===== config.mk =====
export PLATFORM = sky130hd
export DESIGN_NAME = uart_tx_arbiter
export DESIGN_NICKNAME = d
export VERILOG_FILES = /design/src/rtl/uart_tx_arbiter.sv
export SDC_FILE = /design/constraint.sdc
export NUM_CORES = 1
export LEC_CHECK = 0
export ABC_AREA = 1
export CAP_MARGIN = 15
export CORE_MARGIN = 2
export CORE_UTILIZATION = 42
export CTS_CLUSTER_DIAMETER = 60
export DETAILED_ROUTE_END_ITERATION = 8
export MAX_ROUTING_LAYER = met4
export PLACE_DENSITY = 0.81
export SKIP_LAST_GASP = 1
export SYNTH_ARGS = -nofsm -noshare
export SYNTH_HDL_FRONTEND = slang
export SYNTH_SLANG_ARGS = --single-unit
export TNS_END_PERCENT = 30

===== constraint.sdc =====
create_clock -name sys_clk -period 1.94 [get_ports sys_clk]
set_clock_uncertainty 0.05 [all_clocks]
set_input_delay 0.194 -clock sys_clk [delete_from_list [all_inputs] [get_ports sys_clk]]
set_output_delay 0.194 -clock sys_clk [all_outputs]
set_load 0.005 [all_outputs]

===== src/rtl/uart_tx_arbiter.sv =====
// Round-robin arbiter that shares one UART transmitter between NUM_REQ byte sources.
// Frame and inter-frame gap lengths are timed by counting tx_clk_en baud ticks.
module uart_tx_arbiter #(
   parameter int unsigned NUM_REQ     = 4,
   parameter int unsigned FRAME_TICKS = 10,
   parameter int unsigned GAP_TICKS   = 1
) (
   input  logic                       sys_clk,
   input  logic                       rst,
   input  logic                       tx_clk_en,
   input  logic [NUM_REQ-1:0]         req,
   input  logic [8*NUM_REQ-1:0]       req_data,
   output logic [NUM_REQ-1:0]         ack,
   output logic                       tx_en,
   output logic [7:0]                 tx_data,
   output logic                       busy,
   output logic [$clog2(NUM_REQ)-1:0] grant_id
);

   localparam int unsigned IdW      = $clog2(NUM_REQ);
   localparam int unsigned MaxTicks = (FRAME_TICKS > GAP_TICKS) ? FRAME_TICKS : GAP_TICKS;
   localparam int unsigned CntW     = $clog2(MaxTicks + 1);

   localparam logic [CntW-1:0]    FrameTicks = CntW'(FRAME_TICKS);
   localparam logic [CntW-1:0]    GapTicks   = CntW'(GAP_TICKS);
   localparam logic [IdW-1:0]     LastInit   = IdW'(NUM_REQ - 1);
   localparam logic [NUM_REQ-1:0] OneHot0    = {{(NUM_REQ-1){1'b0}}, 1'b1};

   typedef enum logic [1:0] {StIdle, StSend, StGap} state_e;

   state_e               state_q, state_d;
   logic [CntW-1:0]      cnt_q, cnt_d;
   logic [IdW-1:0]       last_q, last_d;
   logic [IdW-1:0]       grant_q, grant_d;
   logic [NUM_REQ-1:0]   ack_q, ack_d;
   logic                 tx_en_q, tx_en_d;
   logic [7:0]           tx_data_q, tx_data_d;
   logic                 busy_q, busy_d;

   logic [7:0]           req_byte [NUM_REQ];
   logic                 win_found;
   logic [IdW-1:0]       win_id;
   logic [CntW-1:0]      cnt_inc;
   int unsigned          scan_idx;

   always_comb begin
      for (int i = 0; i < NUM_REQ; i++) begin
         req_byte[i] = req_data[8*i +: 8];
      end
   end

   // Scan from last+1 upward with wrap; the first set request wins.
   always_comb begin
      win_found = 1'b0;
      win_id    = '0;
      scan_idx  = 0;
      for (int unsigned k = 1; k <= NUM_REQ; k++) begin
         scan_idx = int'(last_q) + k;
         if (scan_idx >= NUM_REQ) begin
            scan_idx = scan_idx - NUM_REQ;
         end
         if (!win_found && req[IdW'(scan_idx)]) begin
            win_found = 1'b1;
            win_id    = IdW'(scan_idx);
         end
      end
   end

   assign cnt_inc = cnt_q + 1'b1;

   always_comb begin
      state_d   = state_q;
      cnt_d     = cnt_q;
      last_d    = last_q;
      grant_d   = grant_q;
      ack_d     = '0;
      tx_en_d   = tx_en_q;
      tx_data_d = tx_data_q;
      busy_d    = busy_q;
      unique case (state_q)
         StIdle: begin
            if (win_found) begin
               tx_data_d = req_byte[win_id];
               tx_en_d   = 1'b1;
               busy_d    = 1'b1;
               ack_d     = OneHot0 << win_id;
               grant_d   = win_id;
               last_d    = win_id;
               cnt_d     = '0;
               state_d   = StSend;
            end
         end
         StSend: begin
            if (tx_clk_en) begin
               if (cnt_inc == FrameTicks) begin
                  tx_en_d = 1'b0;
                  cnt_d   = '0;
                  if (GAP_TICKS > 0) begin
                     state_d = StGap;
                  end else begin
                     state_d = StIdle;
                     busy_d  = 1'b0;
                  end
               end else begin
                  cnt_d = cnt_inc;
               end
            end
         end
         StGap: begin
            if (tx_clk_en) begin
               if (cnt_inc == GapTicks) begin
                  cnt_d   = '0;
                  state_d = StIdle;
                  busy_d  = 1'b0;
               end else begin
                  cnt_d = cnt_inc;
               end
            end
         end
         default: begin
            state_d = StIdle;
         end
      endcase
   end

   always_ff @(posedge sys_clk or posedge rst) begin
      if (rst) begin
         state_q   <= StIdle;
         cnt_q     <= '0;
         last_q    <= LastInit;
         grant_q   <= '0;
         ack_q     <= '0;
         tx_en_q   <= 1'b0;
         tx_data_q <= 8'h00;
         busy_q    <= 1'b0;
      end else begin
         state_q   <= state_d;
         cnt_q     <= cnt_d;
         last_q    <= last_d;
         grant_q   <= grant_d;
         ack_q     <= ack_d;
         tx_en_q   <= tx_en_d;
         tx_data_q <= tx_data_d;
         busy_q    <= busy_d;
      end
   end

   assign ack      = ack_q;
   assign tx_en    = tx_en_q;
   assign tx_data  = tx_data_q;
   assign busy     = busy_q;
   assign grant_id = grant_q;

endmodule


======== Word-level counts from Yosys, hierarchy flattened ========
Cells that the tools add are included.
operators by class
  add/subtract/negate cells ............... 9
  $lt $le $gt $ge ......................... 9
  equal/unequal tests ..................... 9
  shift-type cells ........................ 1
  mux-type cells .......................... 44
  bitwise gates (word level) .............. 1
  reductions and logical operators ........ 15
operators with widths
  kind                                                                                  number
  4-bit two-way mux                                                                     7
  2-bit two-way mux                                                                     13
  8-bit binary-select mux with 2-bit select                                             1
  8-bit two-way mux                                                                     2
  1-bit two-way mux                                                                     13
  3-bit greater-or-equal comparator (second input constant)                             4
  2-bit by 3-bit less-than comparator with 1-bit output (second input constant)         4
  4-bit case mux with 3 select lines                                                    1
  4-bit AND reduction                                                                   3
  2-bit != test (second input constant)                                                 5
  1-bit binary-select mux with 2-bit select                                             4
  2-bit by 1-bit subtractor with 2-bit output (second input constant)                   4
  2-bit by 2-bit adder with 3-bit output (second input constant)                        2
  2-bit case mux with 3 select lines                                                    1
  5-bit AND reduction                                                                   1
  2-bit by 3-bit adder with 4-bit output (second input constant)                        1
  4-bit by 1-bit adder with 4-bit output (second input constant)                        1
  4-bit by 1-bit == test with 1-bit output (second input constant)                      1
  4-bit == test (second input constant)                                                 1
  4-bit by 3-bit greater-or-equal comparator with 1-bit output (second input constant)  1
  1-bit case mux with 2 select lines                                                    2
  2-bit nonzero test                                                                    2
  1-bit by 2-bit left shift with 4-bit output (first input constant)                    1
  2-bit by 1-bit adder with 3-bit output (second input constant)                        1
  8 further kinds                                                                       12
word-level totals
  flip-flop bits (word level) ............. 24
  input port bits ......................... 39
  output and inout bits ................... 16
  word-level logic and storage cells ...... 96

======== Depth between registers and ports, before layout ========
  depth after elaboration ................. 19
  mapped depth ............................ 18
  depth with buffers taken out ............ 16

======== Worst setup path before layout ========
Ideal clock, no wire load.
  path type ............................... register to register
  start point ............................. register last_q[0]
  end point ............................... register tx_data_q[1] (netlist: tx_data[1])
  library setup time ...................... 0.117 ns
  arrival time ............................ 1.773 ns
  required time ........................... 1.773 ns
  slack ................................... 0.001 ns
  cell stages (with the launch flop) ...... 14
  buffers on the path ..................... 2
  cells stage by stage .................... dfstp_2 buf_4 inv_2 nand2_1 nand2_1 o21ai_1 nor2_2 a21oi_4 inv_2 buf_6 nand2_1 nand2_1 nand2_1 nand2_1
between the ends
  word-level cells in the longest chain between the ends .. 19
  elaborated cells between the ends (all ways) .. 43
  those cells by class .................... add/sub (8); order compare (4); mux (23); bitwise (1); reduce/logical (7)
ends and longest elaborated chain
  element                                                                                           line    text
  start, declared                                                                                   33      logic [IdW-1:0] last_q, last_d;
  start signal, assigned                                                                            130     last_q <= LastInit;
  start signal, assigned                                                                            139     last_q <= last_d;
  2-bit by 1-bit adder with 3-bit output                                                            58      scan_idx = int'(last_q) + k;
  3-bit greater-or-equal comparator or 2-bit by 1-bit subtractor with 2-bit output (tied branches)  59, 60
  2-bit two-way mux                                                                                 59      if (scan_idx >= NUM_REQ) begin
  1-bit binary-select mux with 2-bit select                                                         62      if (!win_found && req[IdW'(scan_idx)]) begin
  1-bit two-way mux (not written as such)                                                           62
  1-bit two-way mux                                                                                 62
  1-bit logical NOT                                                                                 62
  1-bit logical AND                                                                                 62
  (+2 left out)                                                                                     --
  1-bit logical AND                                                                                 62
  1-bit two-way mux                                                                                 62
  1-bit logical NOT                                                                                 62
  1-bit logical AND                                                                                 62
  2-bit two-way mux                                                                                 62
  2-bit inverter with 3-bit output (not written as such)                                            83      tx_data_d = req_byte[win_id];
  8-bit binary-select mux with 2-bit select                                                         83
  8-bit two-way mux (not written as such) (2 in series)                                             83
  end signal, assigned                                                                              143     tx_data_q <= tx_data_d;
  end, declared                                                                                     37      logic [7:0] tx_data_q, tx_data_d;
Several ways; a longest one is shown, not always the timed one. The select of a mux whose other input is x is not followed.
A chain may end at the register's enable or synchronous reset.

======== Final worst setup path ========
  start point ............................. register last_q[0]
  end point ............................... register tx_data_q[4] (netlist: tx_data[4])
Same word-level chain as after synthesis.

==> impl_metrics.yaml <==
outcome:
  status: "finished, violations left"
  violations: "setup timing"
layout:
  antenna_cells: 0
  nFillCells: 324
  drive_gt1_frac: 0.194
  areaGrowthSynthToFinish_pct: 54.4
  fin_nets: 366
  fin_cells: 367
timing:
  rsz0062_at_grt: "yes"
  finalSetupViolCount: 16
  fmax_mhz: 481
  max_slew_margin: 0.713
  final_max_slew_viol_count: 0
  period_share: 1.07
  fin_ws_ns: -0.140
  worstMarginPinSlew_ns: 0.426
  finalHoldViolations: 0
  period_minus_slack_ns: 2.08
placed_design:
  place_ws_ns: -0.0882
  portBuffers: 54
  gp_congestion: 0.803
  place_inst: 358
  place_hpwl_um: 3370
yosys:
  avgSynthCellArea_sq_um: 6.79
  syn_area_sq_um: 1680
  ys_ff_latch: 24
  synth_nets: 293
  synth.distinct_cells: 25
  ys_seq_area_frac: 0.359
  yosys_warnings: 0
  syn_inst: 247
die:
  coreArea_sq_um: 3740
  start_util: 0.448
  die_height_um: 67.2
  die-area_sq_um: 4520
  pin_count: 55
  die_w_um: 67.2
  num_rows: 22
detailed_routing:
  drc: 0
  dr_wl_met2_um: 2400
  ant_nets: 0
  dr.max_layer_used: "met4"
  met1_length_um: 2140
  num_vias: 1830
  viasPerCell: 4.99
  initialDrtViolationCount: 133
  wl_met3_um: 236
  wirelength_um: 4900
  drt-wirelength-per-cell_um: 13.3
  firstDrtPassIters: 4
pwr:
  p_leak_nw: 1.33
  powerDensity_nw_per_um2: 1940
  p_total_w: 0.00503
  ir_drop_v: 0.000802
setup_path:
  critPathLaunchType: "register"
  worstSetupPathType: "reg2reg"
  worst_ep_required_time_ns: 2.05
  r2r-start: "last_q[0]"
  critPathLaunch: "last_q[0]"
  cp.arrival_ns: 2.19
  end_kind: "register"
  cp_max_fo: 8
cts:
  clock-root-buffer: "clkbuf_8"
  cts_buffers: 3
  insertion_delay_ns: 0.27
  cts.sinks: 24
  hold_buffers: 0
  clockBufferDepth: 2
  cts_tree: "done"
  cts_htree_levels: 1
  path_clk_slew_ns: 0.08
global_route:
  grt-ovfl-total: 0
  grt_pass1_wl_um: 6980
  antenna_found_initial: 0
  grt_start_max_net_pins: 25
  grt_pass1_vias: 1671
  grt.total_usage: 0.209
run:
  cap_viol_max_count: 0
hold_path:
  hp-class: "in2async"
-- worst max-delay path, cell delays in order, from the launching register on --
cell       delay, ns
dfstp_2         0.62
inv_4           0.08
nand2_1         0.08
nand2_2         0.08
nand2_2         0.11
nand2_4         0.08
inv_2           0.08
nand2_2         0.07
nand2_4         0.08
nand2_8         0.10
clkbuf_16       0.18
nand3_1         0.07
nand2_1         0.06
nand2_1         0.06
nand2_1         0.06
nand2_1         0.05
nand2_1         0.06
-- flip-flops by register name (all words and copies together), names as in the netlist --
signal,flops
cnt_q,4
tx_en,1
grant_id,2
tx_data,8
busy,1
last_q,2
ack,4
state_q,2
-- placed cells by master (no fill, tap or decap), drive strengths merged --
master / instances
a31oi: 1
nor3: 2
buf: 19
a21oi: 2
xor2: 2
nor2: 6
ha: 7
clkdlybuf4s50: 54
clkbuf: 5
o21ai: 13
o211ai: 1
inv: 22
dfstp: 2
nand4: 5
nand2: 130
dfrtp: 22
nand3: 26
-- worst paths after layout --
| kind | to | slack (ns) | cells past startpoint |
|---|---|---|---|
| max | tx_data[4] | -0.14 | 16 |
| min in group sys_clk | tx_data[0] | 0.44 | 2 |
| min | tx_data[2] | 0.22 | 3 |
| min reg2reg | tx_data[0] | 0.44 | 2 |
| max reg2reg | tx_data[4] | -0.14 | 16 |
| max in group asynchronous | last_q[1] | 1.34 | 3 |
-- layer usage --
layer	vias up	GRT usage
met5	-	-
met4	0	0.0944
met3	10	0.0217
met2	59	0.350
met1	839	0.255
li1	922	-
-- cells in the mapped netlist --
cell,number,area (sq um)
ha_1,7,87.6
inv_2,5,18.8
nand4_1,5,31.3
nor2_8,1,20.0
nor2_2,1,6.26
xor2_1,2,17.5
a21oi_4,1,16.3
o21ai_1,3,15.0
nor3_1,2,10.0
dfrtp_1,22,551
a31oi_1,1,6.26
buf_2,3,15.0
buf_4,2,15.0
o211ai_1,1,7.51
nand3_4,1,17.5
o21ai_0,10,50.1
buf_6,2,22.5
nand2_1,123,462
dfstp_2,2,52.6
a21oi_1,1,5.00
nand2_2,4,25.0
nor2_1,4,15.0
nand2_4,2,22.5
inv_1,17,63.8
nand3_1,25,125
-- logic make-up after synthesis --
group / Yosys count / share of synthesized area
and+or+nand+nor: 168 / 0.438
buffers and inverters: 29 / 0.0805
DFF: 24 / 0.359
AOI/OAI and AO/OA: 17 / 0.0597
adders and majority gates: 7 / 0.0522
xor gates and xnor gates: 2 / 0.0104
-- metrics by stage --
stage                     hold WS [ns]  setup TNS, ns  utilization  instance area, sq um
after global placement           0.417         -0.493        0.630                  2360
after detailed placement         0.417          -1.06        0.630                  2360
after CTS                        0.229         -0.464        0.653                  2440
after global routing             0.286          -4.06        0.692                  2590
after floorplan                  0.157              0            -                  1680
final                            0.217          -1.32        0.692                  2590
-- repair_timing --
item / in CTS / in global routing
setup endpoints to repair: 20 / 24
cloned: 0 / 2
gates resized for setup: 9 / 24
buffers inserted: 0 / 3
pin swaps: 1 / 11
-- final cells by class --
type	count	area [sq um]	area share
multi-input combinational	195	1040	0.403
timing repair buffer	74	743	0.287
sequential	24	603	0.233
inverter	22	85.1	0.0329
tap	48	60.1	0.0232
clock buffer	4	55.1	0.0213
-- where the power goes --
part | leakage, nW | internal, W | total (W) | switching (W)
registers | 0.301 | 0.000721 | 0.000857 | 0.000136
logic | 0.999 | 0.00164 | 0.00384 | 0.00220
clock network | 0.0288 | 0.000181 | 0.000338 | 0.000157
Power figures use the tool's default switching activity.
